--- config.mk ---
export PLATFORM = sky130hd
export DESIGN_NAME = keypad_matrix_scanner_flat
export DESIGN_NICKNAME = d
export VERILOG_FILES = /design/src/rtl/keypad_matrix_scanner_if.sv /design/src/rtl/keypad_matrix_scanner.sv /design/src/flat_wrapper.sv
export SDC_FILE = /design/constraint.sdc
export NUM_CORES = 1
export LEC_CHECK = 0
export ABC_AREA = 0
export CAP_MARGIN = 10
export CORE_MARGIN = 3
export CORE_UTILIZATION = 56
export CTS_BUF_LIST = sky130_fd_sc_hd__clkbuf_8
export CTS_CLUSTER_SIZE = 40
export DETAILED_ROUTE_END_ITERATION = 16
export DONT_BUFFER_PORTS = 1
export PLACE_DENSITY = 0.78
export REMOVE_ABC_BUFFERS = 1
export SETUP_SLACK_MARGIN = 0.5
export SKIP_CTS_REPAIR_TIMING = 1
export SLEW_MARGIN = 5
export SYNTH_ARGS = -nofsm -noshare
export SYNTH_HDL_FRONTEND = slang
export SYNTH_SLANG_ARGS = --single-unit
--- constraint.sdc ---
create_clock -name clk -period 2.9 [get_ports clk]
set_clock_uncertainty 0.1 [all_clocks]
set_input_delay 0.435 -clock clk [delete_from_list [all_inputs] [get_ports clk]]
set_output_delay 0.435 -clock clk [all_outputs]
set_load 0.01 [all_outputs]
--- src/rtl/keypad_matrix_scanner_if.sv ---
// Keypad matrix scanner interface: row drive, column sense and decoded key outputs.
interface keypad_matrix_scanner_if;
    logic [3:0] row;
    logic [3:0] col;
    logic       key_valid;
    logic [3:0] key_code;
    logic       key_down;

    // Scanner side drives the rows and key outputs; keypad side drives the columns.
    modport master (
        output row,
        output key_valid,
        output key_code,
        output key_down,
        input  col
    );

    modport slave (
        input  row,
        input  key_valid,
        input  key_code,
        input  key_down,
        output col
    );
endinterface

--- src/rtl/keypad_matrix_scanner.sv ---
// 4x4 active-low matrix keypad scanner with tick-paced scanning and press/release debounce.
module keypad_matrix_scanner #(
    parameter int unsigned TICK_DIV   = 1000000,
    parameter int unsigned DEBOUNCE_N = 2
) (
    input  logic                           clk,
    input  logic                           rst,
    keypad_matrix_scanner_if.master        kp_io
);
    localparam int unsigned     CntW     = $clog2(TICK_DIV);
    localparam logic [CntW-1:0] TickLast = CntW'(TICK_DIV - 1);
    localparam logic [3:0]      DebLast  = 4'(DEBOUNCE_N);

    typedef enum logic [1:0] {StScan, StDebounce, StPressed, StRelease} state_e;

    logic [CntW-1:0] tick_cnt_q;
    logic            tick;
    logic [3:0]      col_meta_q;
    logic [3:0]      col_s_q;
    state_e          state_q;
    logic [1:0]      row_idx_q;
    logic [1:0]      col_idx_q;
    logic [3:0]      row_q;
    logic [3:0]      deb_cnt_q;
    logic [3:0]      deb_cnt_inc;
    logic            key_valid_q;
    logic [3:0]      key_code_q;
    logic            key_down_q;
    logic [1:0]      col_sel;
    logic            col_low;

    // Free-running scan step divider; tick marks the last cycle of each step.
    always_ff @(posedge clk or negedge rst) begin
        if (!rst) begin
            tick_cnt_q <= '0;
        end else if (tick) begin
            tick_cnt_q <= '0;
        end else begin
            tick_cnt_q <= tick_cnt_q + CntW'(1);
        end
    end

    assign tick = (tick_cnt_q == TickLast);

    // Two-flop synchronizer for the asynchronous column inputs; idle level is all high.
    always_ff @(posedge clk or negedge rst) begin
        if (!rst) begin
            col_meta_q <= 4'hF;
            col_s_q    <= 4'hF;
        end else begin
            col_meta_q <= kp_io.col;
            col_s_q    <= col_meta_q;
        end
    end

    // Priority encoder: lowest-index low column wins.
    always_comb begin
        col_sel = 2'd0;
        for (int i = 3; i >= 0; i--) begin
            if (!col_s_q[i]) begin
                col_sel = 2'(i);
            end
        end
    end

    assign col_low     = ~col_s_q[col_idx_q];
    assign deb_cnt_inc = deb_cnt_q + 4'd1;

    // Scan/debounce FSM with registered row drive and key outputs; only moves on ticks.
    always_ff @(posedge clk or negedge rst) begin
        if (!rst) begin
            state_q     <= StScan;
            row_idx_q   <= 2'd0;
            row_q       <= 4'b1110;
            col_idx_q   <= 2'd0;
            deb_cnt_q   <= 4'd0;
            key_valid_q <= 1'b0;
            key_code_q  <= 4'd0;
            key_down_q  <= 1'b0;
        end else begin
            key_valid_q <= 1'b0;
            if (tick) begin
                unique case (state_q)
                    StScan: begin
                        if (col_s_q == 4'hF) begin
                            row_idx_q <= row_idx_q + 2'd1;
                            row_q     <= {row_q[2:0], row_q[3]};
                        end else begin
                            col_idx_q <= col_sel;
                            deb_cnt_q <= 4'd1;
                            state_q   <= StDebounce;
                        end
                    end
                    StDebounce: begin
                        if (col_low) begin
                            deb_cnt_q <= deb_cnt_inc;
                            if (deb_cnt_inc == DebLast) begin
                                state_q     <= StPressed;
                                key_code_q  <= {row_idx_q, col_idx_q};
                                key_valid_q <= 1'b1;
                                key_down_q  <= 1'b1;
                            end
                        end else begin
                            // Bounce: drop the candidate silently and keep scanning.
                            state_q   <= StScan;
                            row_idx_q <= row_idx_q + 2'd1;
                            row_q     <= {row_q[2:0], row_q[3]};
                        end
                    end
                    StPressed: begin
                        if (!col_low) begin
                            deb_cnt_q <= 4'd1;
                            state_q   <= StRelease;
                        end
                    end
                    StRelease: begin
                        if (!col_low) begin
                            deb_cnt_q <= deb_cnt_inc;
                            if (deb_cnt_inc == DebLast) begin
                                key_down_q <= 1'b0;
                                state_q    <= StScan;
                                row_idx_q  <= row_idx_q + 2'd1;
                                row_q      <= {row_q[2:0], row_q[3]};
                            end
                        end else begin
                            // Release glitch: key is still held, no new event.
                            state_q <= StPressed;
                        end
                    end
                    default: state_q <= StScan;
                endcase
            end
        end
    end

    assign kp_io.row       = row_q;
    assign kp_io.key_valid = key_valid_q;
    assign kp_io.key_code  = key_code_q;
    assign kp_io.key_down  = key_down_q;
endmodule

--- src/flat_wrapper.sv ---
// flat-port wrapper written by rule: the top's interface ports become plain ports
module keypad_matrix_scanner_flat 
#(
    parameter int unsigned TICK_DIV   = 1000000,
    parameter int unsigned DEBOUNCE_N = 2
)
  (clk, rst, kp_io_row, kp_io_key_valid, kp_io_key_code, kp_io_key_down, kp_io_col);
  keypad_matrix_scanner_if kp_io_i ();
  input  logic clk;
  input  logic rst;
  output wire logic [$bits(kp_io_i.row)-1:0] kp_io_row;
  output wire logic [$bits(kp_io_i.key_valid)-1:0] kp_io_key_valid;
  output wire logic [$bits(kp_io_i.key_code)-1:0] kp_io_key_code;
  output wire logic [$bits(kp_io_i.key_down)-1:0] kp_io_key_down;
  input wire logic [$bits(kp_io_i.col)-1:0] kp_io_col;
  assign kp_io_row = kp_io_i.row;
  assign kp_io_key_valid = kp_io_i.key_valid;
  assign kp_io_key_code = kp_io_i.key_code;
  assign kp_io_key_down = kp_io_i.key_down;
  assign kp_io_i.col = kp_io_col;
  keypad_matrix_scanner #(.TICK_DIV(TICK_DIV), .DEBOUNCE_N(DEBOUNCE_N)) u_core (.clk(clk), .rst(rst), .kp_io(kp_io_i));
endmodule
==> results of run 1 <==
power breakdown:
| part | internal [W] | total, W | leakage [nW] | switching (W) |
|---|---|---|---|---|
| clock network | 0.000347 | 0.000578 | 0.0687 | 0.000231 |
| registers | 0.000679 | 0.000682 | 0.613 | 0.00000314 |
| logic | 0.0000119 | 0.0000315 | 0.456 | 0.0000197 |
layer usage:
metal	up-vias	GRT usage	wire [um]	part of all wire
met5	-	0	0	0
met4	0	0.0586	52	0.012
met3	7	0.0478	172	0.038
met2	34	0.308	2280	0.51
met1	793	0.244	1960	0.44
li1	718	-	-	-
worst max-delay path, stage by stage, from the launching register on:
cell and delay, ns:
dfrtp_1 0.43, or4b_4 0.54, or4_4 0.56, nor2b_4 0.18
and4_4 0.26, mux2_4 0.30
cell usage in the layout (no fill, tap or decap), types with 3 or more instances in the layout:
cell,Yosys,routed
o21ai_0,3,3
buf_4,0,10
nand4_1,4,4
nor4_1,5,5
dfrtp_1,37,34
xor2_1,9,9
and2_1,4,4
mux2_2,8,7
dlygate4sd3_1,0,5
xnor2_1,9,9
inv_1,6,6
nand3_1,14,13
nand2_1,13,12
dfstp_2,11,11
nor3_1,8,7
nor2_1,10,10
dfrtp_2,0,3
clkbuf_8,1,5
a21oi_1,3,3
final timing paths:
path / from / end / cells after the start
min reg2reg: u_core.col_meta_q[1] / u_core.col_s_q[1] / 0
min: u_core.col_meta_q[1] / u_core.col_s_q[1] / 0
max: u_core.tick_cnt_q[11] / u_core.col_idx_q[0] / 5
max reg2reg: u_core.tick_cnt_q[11] / u_core.col_idx_q[0] / 5
min in group asynchronous: rst / u_core.kp_io.key_down / 2
max in group asynchronous: rst / u_core.col_meta_q[2] / 2
per-stage QoR:
| stage | worst slack (ns) | util |
|---|---|---|
| 4_1_cts | 0.0903 | 0.641 |
| 2_1_floorplan | 0.404 | - |
| 3_5_place_dp | 0.111 | 0.604 |
| 5_1_grt | 0.388 | 0.700 |
| 6_report | 0.436 | 0.700 |
| 3_3_place_gp | 0.272 | 0.604 |
cell families (layout without fill, tap and decap cells):
logic type / count (synthesis) / count (layout) / synth area share
AOI/OAI and AO/OA: 20 / 20 / 0.0698
muxes: 11 / 11 / 0.0610
xor gates and xnor gates: 18 / 18 / 0.0698
buffers and inverters: 11 / 30 / 0.0338
DFF: 48 / 48 / 0.538
and+or+nand+nor: 79 / 79 / 0.211
adders and majority gates: 3 / 3 / 0.0166
state kept, by name, indices dropped and copies added, names as in the netlist, 2 cells and up, named ones only:
register               flops
u_core.kp_io.key_code      4
u_core.col_idx_q           2
u_core.tick_cnt_q         20
u_core.kp_io.row           4
u_core.row_idx_q           2
u_core.col_s_q             4
u_core.deb_cnt_q           4
u_core.col_meta_q          4
cell type report:
| type | count | share of cell area |
|---|---|---|
| sequential | 48 | 0.461 |
| multi-input combinational | 131 | 0.397 |
| timing repair buffer | 16 | 0.0578 |
| clock buffer | 5 | 0.0261 |
| clock inverter | 3 | 0.0261 |
| tap | 48 | 0.0227 |
| inverter | 6 | 0.00853 |
==> results.yml, run 1 <==
logic_synthesis:
  synthTopCellsByCount: "dfrtp_1, nand3_1, nand2_1"
  yosysSeqAreaShare: 0.538
  yosysMostFrequentCell: "dfrtp_1"
  synth_ff_type: "dfrtp_1"
  yosysTopAreaCell: "dfrtp_1"
  synth_area_leaders: "dfrtp_1, dfstp_2, mux2_2, xnor2_1, xor2_1"
  yosysWarnings: 0
  synth-edff-count: 0
  synth-seq-cells: 48
  netlist_instances: 190
  async_reset_ff_frac: 1.00
  avgSynthCellArea_um2: 11.9
  synth.distinct_cells: 50
  netlist_area_um2: 2260
  synth_top_area_frac: 0.410
sta:
  final-hold-violation-count: 0
  maxSlewViolCount: 0
  rsz0062_at_grt: "yes"
  post-route-min-period_ns: 2.46
  setup_viol: 0
  max_slew_margin: 0.688
  min_period_over_period: 0.850
  tns_ns: 0
  holdWs_ns: 0.258
  clock.fmax_mhz: 406
  worst_slew_pin_slew_ns: 0.466
routing:
  finalWirelength_um: 4470
  ant_nets: 0
  num_vias: 1552
  vias_per_cell: 6.04
  firstDrtPassIters: 4
  drt_iter0_markers: 91
  drc: 0
  avgRoutedWirePerCell_um: 17.4
place:
  placed_cell_area_um2: 2280
  portBuffers: 0
  routabilityCongestion: 0.832
  dp_hpwl_um: 2960
  place_inst: 235
pwr:
  ir_drop_mv: 0.371
  power_w: 0.00129
  powerDensity_nw_per_um2: 489
  leakagePower_nw: 1.14
cells_and_area:
  layout-drive-gt1-share: 0.297
  multi_input_area_um2: 1050
  n_antenna_cell: 0
  regArea_um2: 1220
  nFillCells: 263
  syn2layout_area_growth_pct: 17.0
  final_area_um2: 2640
  finalNetCount: 217
  stdcell_count: 257
clocking:
  clockBufferDepth: 2
  numCtsBuffers: 5
  clk_pin_slew_ns: 0.09
  clockRootBuffer: "clkbuf_8"
  cts_tree: "yes"
  clock_latency_ns: 0.31
  htreeDepth: 2
  clock_sinks: 48
die:
  num_rows: 22
  core_um2: 3770
  die-area_um2: 4830
  fp.dieH_um: 69.5
  fp.dieW_um: 69.5
  num_io_pins: 16
  initial_core_util: 0.599
worst_setup_path:
  cp-start-kind: "flip-flop"
  path_class: "flip-flop to flip-flop"
  path_max_fanout: 5
  critPathArrivalTime_ns: 2.56
  worst_setup_path_end_kind: "flip-flop"
  ff2ff_setup_slack_ns: 0.44
  crit_required_ns: 3.00
run_status:
  status: "finished clean"
worst_hold_path:
  hp-class: "flip-flop to flip-flop"
grt:
  grt_pass1_vias: 1485
  grt_pass1_wl_um: 7160
  grt_max_degree: 49
  grt_overflow: 0
  track_usage: 0.188
  antenna_found_initial: 0
flow_run:
  maxCapViolCount: 0
Note: power is estimated with default switching activity, not from simulation.
==> run 2, diff against run 1 <==
Settings changed: PLACE_DENSITY 0.78 to 0.81.
Clock period 2.9 ns to 2.2 ns, I/O delays scaled along.
==> run 2 against run 1 <==
Against the previous run:
- the flow now finishes with violations (setup timing)
- global-route usage rose by 0.74 points
- clock power rose by 11%
- core utilization rose by 6.0 points
- maximum frequency rose by 3.0%
- sequential share of layout area fell by 3.8 points
- combinational power rose by 34%
- critical path type unchanged
==> results.yml, run 2 (synthesis gave the netlist of run 1 again) <==
sta:
  clock.fmax_mhz: 418
  maxSlewViolCount: 0
  worst_slew_pin_slew_ns: 0.404
  post-route-min-period_ns: 2.39
  worst_slack_ns: -0.192
  final-hold-violation-count: 0
  tns_ns: -2.53
  rsz0062_at_grt: "yes"
  min_period_over_period: 1.09
  setup_viol: 22
  max_slew_margin: 0.729
grt:
  grt_pass1_wl_um: 7440
  track_usage: 0.195
  grt_max_degree: 49
  antenna_found_initial: 0
  grt_pass1_vias: 1595
  grt_overflow: 0
cells_and_area:
  layout_common_cells: "dfrtp_1, buf_4, nand2_1, dfstp_2"
  final_common_cell: "dfrtp_1"
  nFillCells: 214
  syn2layout_area_growth_pct: 27.0
  finish.utilization: 0.760
  n_antenna_cell: 0
  layout-drive-gt1-share: 0.405
  finalNetCount: 240
  regMostFlops: "u_core.tick_cnt_q"
  largest_reg_flops: 20
clocking:
  htreeDepth: 2
  clockBufferDepth: 2
  clock_latency_ns: 0.31
  numCtsBuffers: 5
  clockRootBuffer: "clkbuf_8"
  cts_tree: "yes"
  clk_pin_slew_ns: 0.09
  clock_sinks: 48
worst_setup_path:
  r2r_cells: 5
  ff2ff_setup_slack_ns: -0.19
  path_max_fanout: 7
  critPathArrivalTime_ns: 2.46
  rr_startpoint: "u_core.tick_cnt_q[8]"
  crit_required_ns: 2.27
  path_class: "flip-flop to flip-flop"
  worst_setup_path_end_kind: "flip-flop"
  cp-start-kind: "flip-flop"
  r2r-end: "u_core.kp_io.key_down"
routing:
  drc: 0
  firstDrtPassIters: 4
  finalWirelength_um: 4940
  ant_nets: 0
  num_vias: 1679
  avgRoutedWirePerCell_um: 17.6
  vias_per_cell: 6.00
  drt_iter0_markers: 126
die:
  fp.dieH_um: 69.5
  die-area_um2: 4830
  num_rows: 22
  fp.dieW_um: 69.5
  num_io_pins: 16
  core_um2: 3770
  initial_core_util: 0.599
place:
  portBuffers: 0
  routabilityCongestion: 0.869
  dp_hpwl_um: 3150
worst_hold_path:
  hold_start: "u_core.col_meta_q[2]"
  hold_depth: 0
  min_to: "u_core.col_s_q[2]"
  hp-class: "flip-flop to flip-flop"
run_status:
  violations: "setup timing"
  status: "finished with violations"
pwr:
  ir_drop_mv: 0.472
  clkPwrFrac: 0.404
  sw_frac_of_total: 0.210
  leakagePower_nw: 1.26
  powerDensity_nw_per_um2: 552
  sequentialPowerShare: 0.569
  p_int_w: 0.00125
  power.share.combinational: 0.027
  p_sw_w: 0.000333
flow_run:
  maxCapViolCount: 0
[run 2: cell count changes in the layout (fill, tap and decap cells not counted), moves of 2 or more]
| cell | previous run | this run |
|---|---|---|
| buf_4 | 10 | 29 |
| buf_6 | 0 | 4 |
| nor4_1 | 5 | 3 |
| nand3_1 | 13 | 10 |
| mux2_4 | 2 | 5 |
| nand3_2 | 0 | 2 |
| dfrtp_2 | 3 | 0 |
| nor4_2 | 0 | 3 |
| dfrtp_1 | 34 | 37 |
| mux2_2 | 7 | 4 |
[run 2: worst max path at each step]
stage / start / to / slack, ns / depth (start not counted)
2_1_floorplan: u_core.deb_cnt_q[0] / u_core.kp_io.key_code[0] / -0.30 / 6
3_3_place_gp: u_core.deb_cnt_q[0] / u_core.kp_io.key_code[1] / -0.19 / 7
3_5_place_dp: u_core.deb_cnt_q[0] / u_core.kp_io.key_code[0] / -0.25 / 7
4_1_cts: u_core.deb_cnt_q[0] / u_core.kp_io.key_code[0] / -0.27 / 7
5_1_grt: u_core.tick_cnt_q[8] / u_core.kp_io.key_down / -0.27 / 5
6_report: u_core.tick_cnt_q[8] / u_core.kp_io.key_down / -0.19 / 5
[run 2: power by group through the flow]
stage	clock network [W]	registers [W]	logic [W]
2_1_floorplan	0	0.000915	0.0000101
4_1_cts	0.000651	0.000900	0.0000119
3_5_place_dp	0	0.000917	0.0000119
5_1_grt	0.000688	0.000901	0.0000474
6_report	0.000640	0.000900	0.0000421
3_3_place_gp	0	0.000916	0.0000115
[run 2: critical path, cell delays in order (launching register included)]
cell	delay, ns
dfrtp_1	0.39
or4b_4	0.54
or4_4	0.56
nand2b_2	0.28
o31ai_1	0.29
a2bb2oi_1	0.11
[run 2: cell type report]
| class | instances | area (um2) | area share |
|---|---|---|---|
| Tap cell | 48 | 60.1 | 0.0210 |
| Multi-Input combinational cell | 131 | 1120 | 0.390 |
| Sequential cell | 48 | 1210 | 0.424 |
| Timing Repair Buffer | 39 | 340 | 0.119 |
| Clock inverter | 3 | 41.3 | 0.0144 |
| Inverter | 6 | 22.5 | 0.00786 |
| Clock buffer | 5 | 68.8 | 0.0240 |
[run 2: layer usage]
layer	global-route usage	share of wire	vias to the layer above
met2	0.302	0.52	51
met5	0	0	-
li1	-	-	767
met1	0.245	0.41	843
met4	0.117	0.036	0
met3	0.0493	0.034	18
[run 2: through the flow]
stage          worst slack (ns)  instances  area, um2  hold slack, ns  power (W)
6_report                 -0.192        280       2870           0.259    0.00158
5_1_grt                  -0.268        280       2870           0.268    0.00164
4_1_cts                  -0.270        269       2580          -0.397    0.00156
3_5_place_dp             -0.252        261       2470         -0.0638   0.000929
3_3_place_gp             -0.194        261       2470         -0.0636   0.000927
2_1_floorplan            -0.296        185       2200         -0.0656   0.000925
==> edit, RTL diff (config.mk and constraints of run 2) <==
`TICK_DIV` is set to 1000000 in 2 places; all go to 500000.
--- a/src/rtl/keypad_matrix_scanner.sv
+++ b/src/rtl/keypad_matrix_scanner.sv
@@ -1,5 +1,5 @@
 // 4x4 active-low matrix keypad scanner with tick-paced scanning and press/release debounce.
 module keypad_matrix_scanner #(
-    parameter int unsigned TICK_DIV   = 1000000,
+    parameter int unsigned TICK_DIV   = 500000,
     parameter int unsigned DEBOUNCE_N = 2
 ) (
--- a/src/flat_wrapper.sv
+++ b/src/flat_wrapper.sv
@@ -2,5 +2,5 @@
 module keypad_matrix_scanner_flat 
 #(
-    parameter int unsigned TICK_DIV   = 1000000,
+    parameter int unsigned TICK_DIV   = 500000,
     parameter int unsigned DEBOUNCE_N = 2
 )
Behaviour: same outputs for any inputs over 10 cycles, from zero or initial values and one cycle with rst low; that may be too few to reach the edited logic, so the function may still have changed.
==> edit against run 2 <==
The run still ends with negative setup slack left. Sequential share of layout area shrank 3.1 points. Maximum frequency down 0.45%. Total power grew 0.51%. Setup slack worse by 0.011 ns. Sequential cell count decreased by 1. Synthesized cell count fell by 3.7%. Clock power is 3% higher. Cell count grew 2.5%. Via count grew 5.4%. Synthesized area fell by 4.9%. Critical endpoint is now u_core.kp_io.key_code[0]. Hold slack better by 0.0010 ns. Cell area up 5.8%. Wire length is 27% higher.
==> edit: results (changes against run 2) <==
[status]
status = finished with violations
violations = negative setup slack

[global_route]
grt_max_degree = 48  ; -2.0%
grt_first_pass_wirelength_um = 7540  ; +1.4%
track_usage = 0.226  ; +0.0315
grt_pass1_vias = 1626  ; +1.9%

[placement]
postPlaceCellArea_sq_mm = 0.00242  ; -2.0%
dp_hpwl_um = 3210  ; +1.7%

[synthesis]
synthTopCellsByCount = 36 x dfrtp_1, 17 x nand2_1, 13 x nor2_1, 11 x dfstp_2, 11 x xnor2_1
ys_top_cells_by_area = dfrtp_1 42%, dfstp_2 13%, xnor2_1 4.5%, xor2_1 3.3%, nand2_1 3.0%
ys_types = 45  ; -10%

[power]
p_sw_frac = 0.220  ; +0.00961
peakVddDrop_v = 0.000522  ; +11%
leakage_nw = 1.35  ; +7.2%

[worst_setup_path]
arrival_ns = 2.50  ; +0.04 ns
crit_fanout = 5  ; -2
slowest_delay_ns = 0.45  ; -0.11 ns

[layout]
fillers = 150  ; -30%
fin_nets = 249  ; +3.8%
largest_reg_flops = 19  ; -5.0%
layout-drive-gt1-share = 0.502  ; +0.0969

[timing]
relSlewSlack = 0.673  ; -0.0558
setup_viol = 10  ; -55%
fin_ws_ns = -0.203  ; -0.0109 ns

[route]
wl_um = 6280  ; +27%
drt_iter0_drc = 204  ; +62%
vias_per_cell = 6.17  ; +2.8%

[edit: layout make-up]
type	count	share of cell area
sequential	47	0.392
timing repair buffer	54	0.168
clock buffer	5	0.0227
tap	46	0.0190
multi-input combinational	124	0.374
inverter	8	0.00991
clock inverter	3	0.0149
[edit: layer usage]
metal | vias to the layer above | part of all wire | track usage
li1 | 748 | - | -
met1 | 872 | 0.36 | 0.258
met2 | 113 | 0.52 | 0.409
met3 | 37 | 0.064 | 0.0575
met4 | 0 | 0.051 | 0.0769
met5 | - | 0 | 0
[edit: stage by stage]
stage               setup TNS, ns  setup WS (ns)  hold WS, ns  cells  utilization
CTS                         -1.69         -0.354       -0.400    267        0.721
floorplan                   -1.58         -0.288      -0.0656    179            -
finish                      -1.27         -0.203        0.260    287        0.861
global placement            -1.04         -0.260      -0.0645    259        0.688
detailed placement          -1.40         -0.329      -0.0642    259        0.688
global route                -1.57         -0.222        0.263    287        0.861
[edit: final timing paths]
check | slack, ns | cells after the start | end | start
min in group asynchronous | 0.44 | 2 | u_core.deb_cnt_q[3] | rst
hold reg to reg | 0.26 | 0 | u_core.col_s_q[2] | u_core.col_meta_q[2]
max in group asynchronous | 1.26 | 2 | u_core.col_meta_q[0] | rst
hold / removal | 0.26 | 0 | u_core.col_s_q[2] | u_core.col_meta_q[2]
setup / recovery | -0.20 | 7 | u_core.kp_io.key_code[0] | u_core.deb_cnt_q[1]
setup reg to reg | -0.20 | 7 | u_core.kp_io.key_code[0] | u_core.deb_cnt_q[1]
[edit: cell families (layout without fill, tap and decap cells)]
| family | after synthesis | after routing | share of synthesized area |
|---|---|---|---|
| simple gates | 69 | 69 | 0.185 |
| flops | 47 | 47 | 0.554 |
| compound gates | 21 | 21 | 0.0594 |
| xor+xnor | 19 | 19 | 0.0775 |
| mux | 12 | 12 | 0.0758 |
| buf+inv | 12 | 70 | 0.0309 |
| fa+ha+maj | 3 | 3 | 0.0175 |
[edit: power groups by stage]
stage,sequential [mW],clock [mW],combinational [mW]
floorplan,0.897,0,0.00703
finish,0.884,0.660,0.0456
global placement,0.897,0,0.00926
global route,0.885,0.717,0.0506
detailed placement,0.899,0,0.00996
CTS,0.882,0.653,0.0100
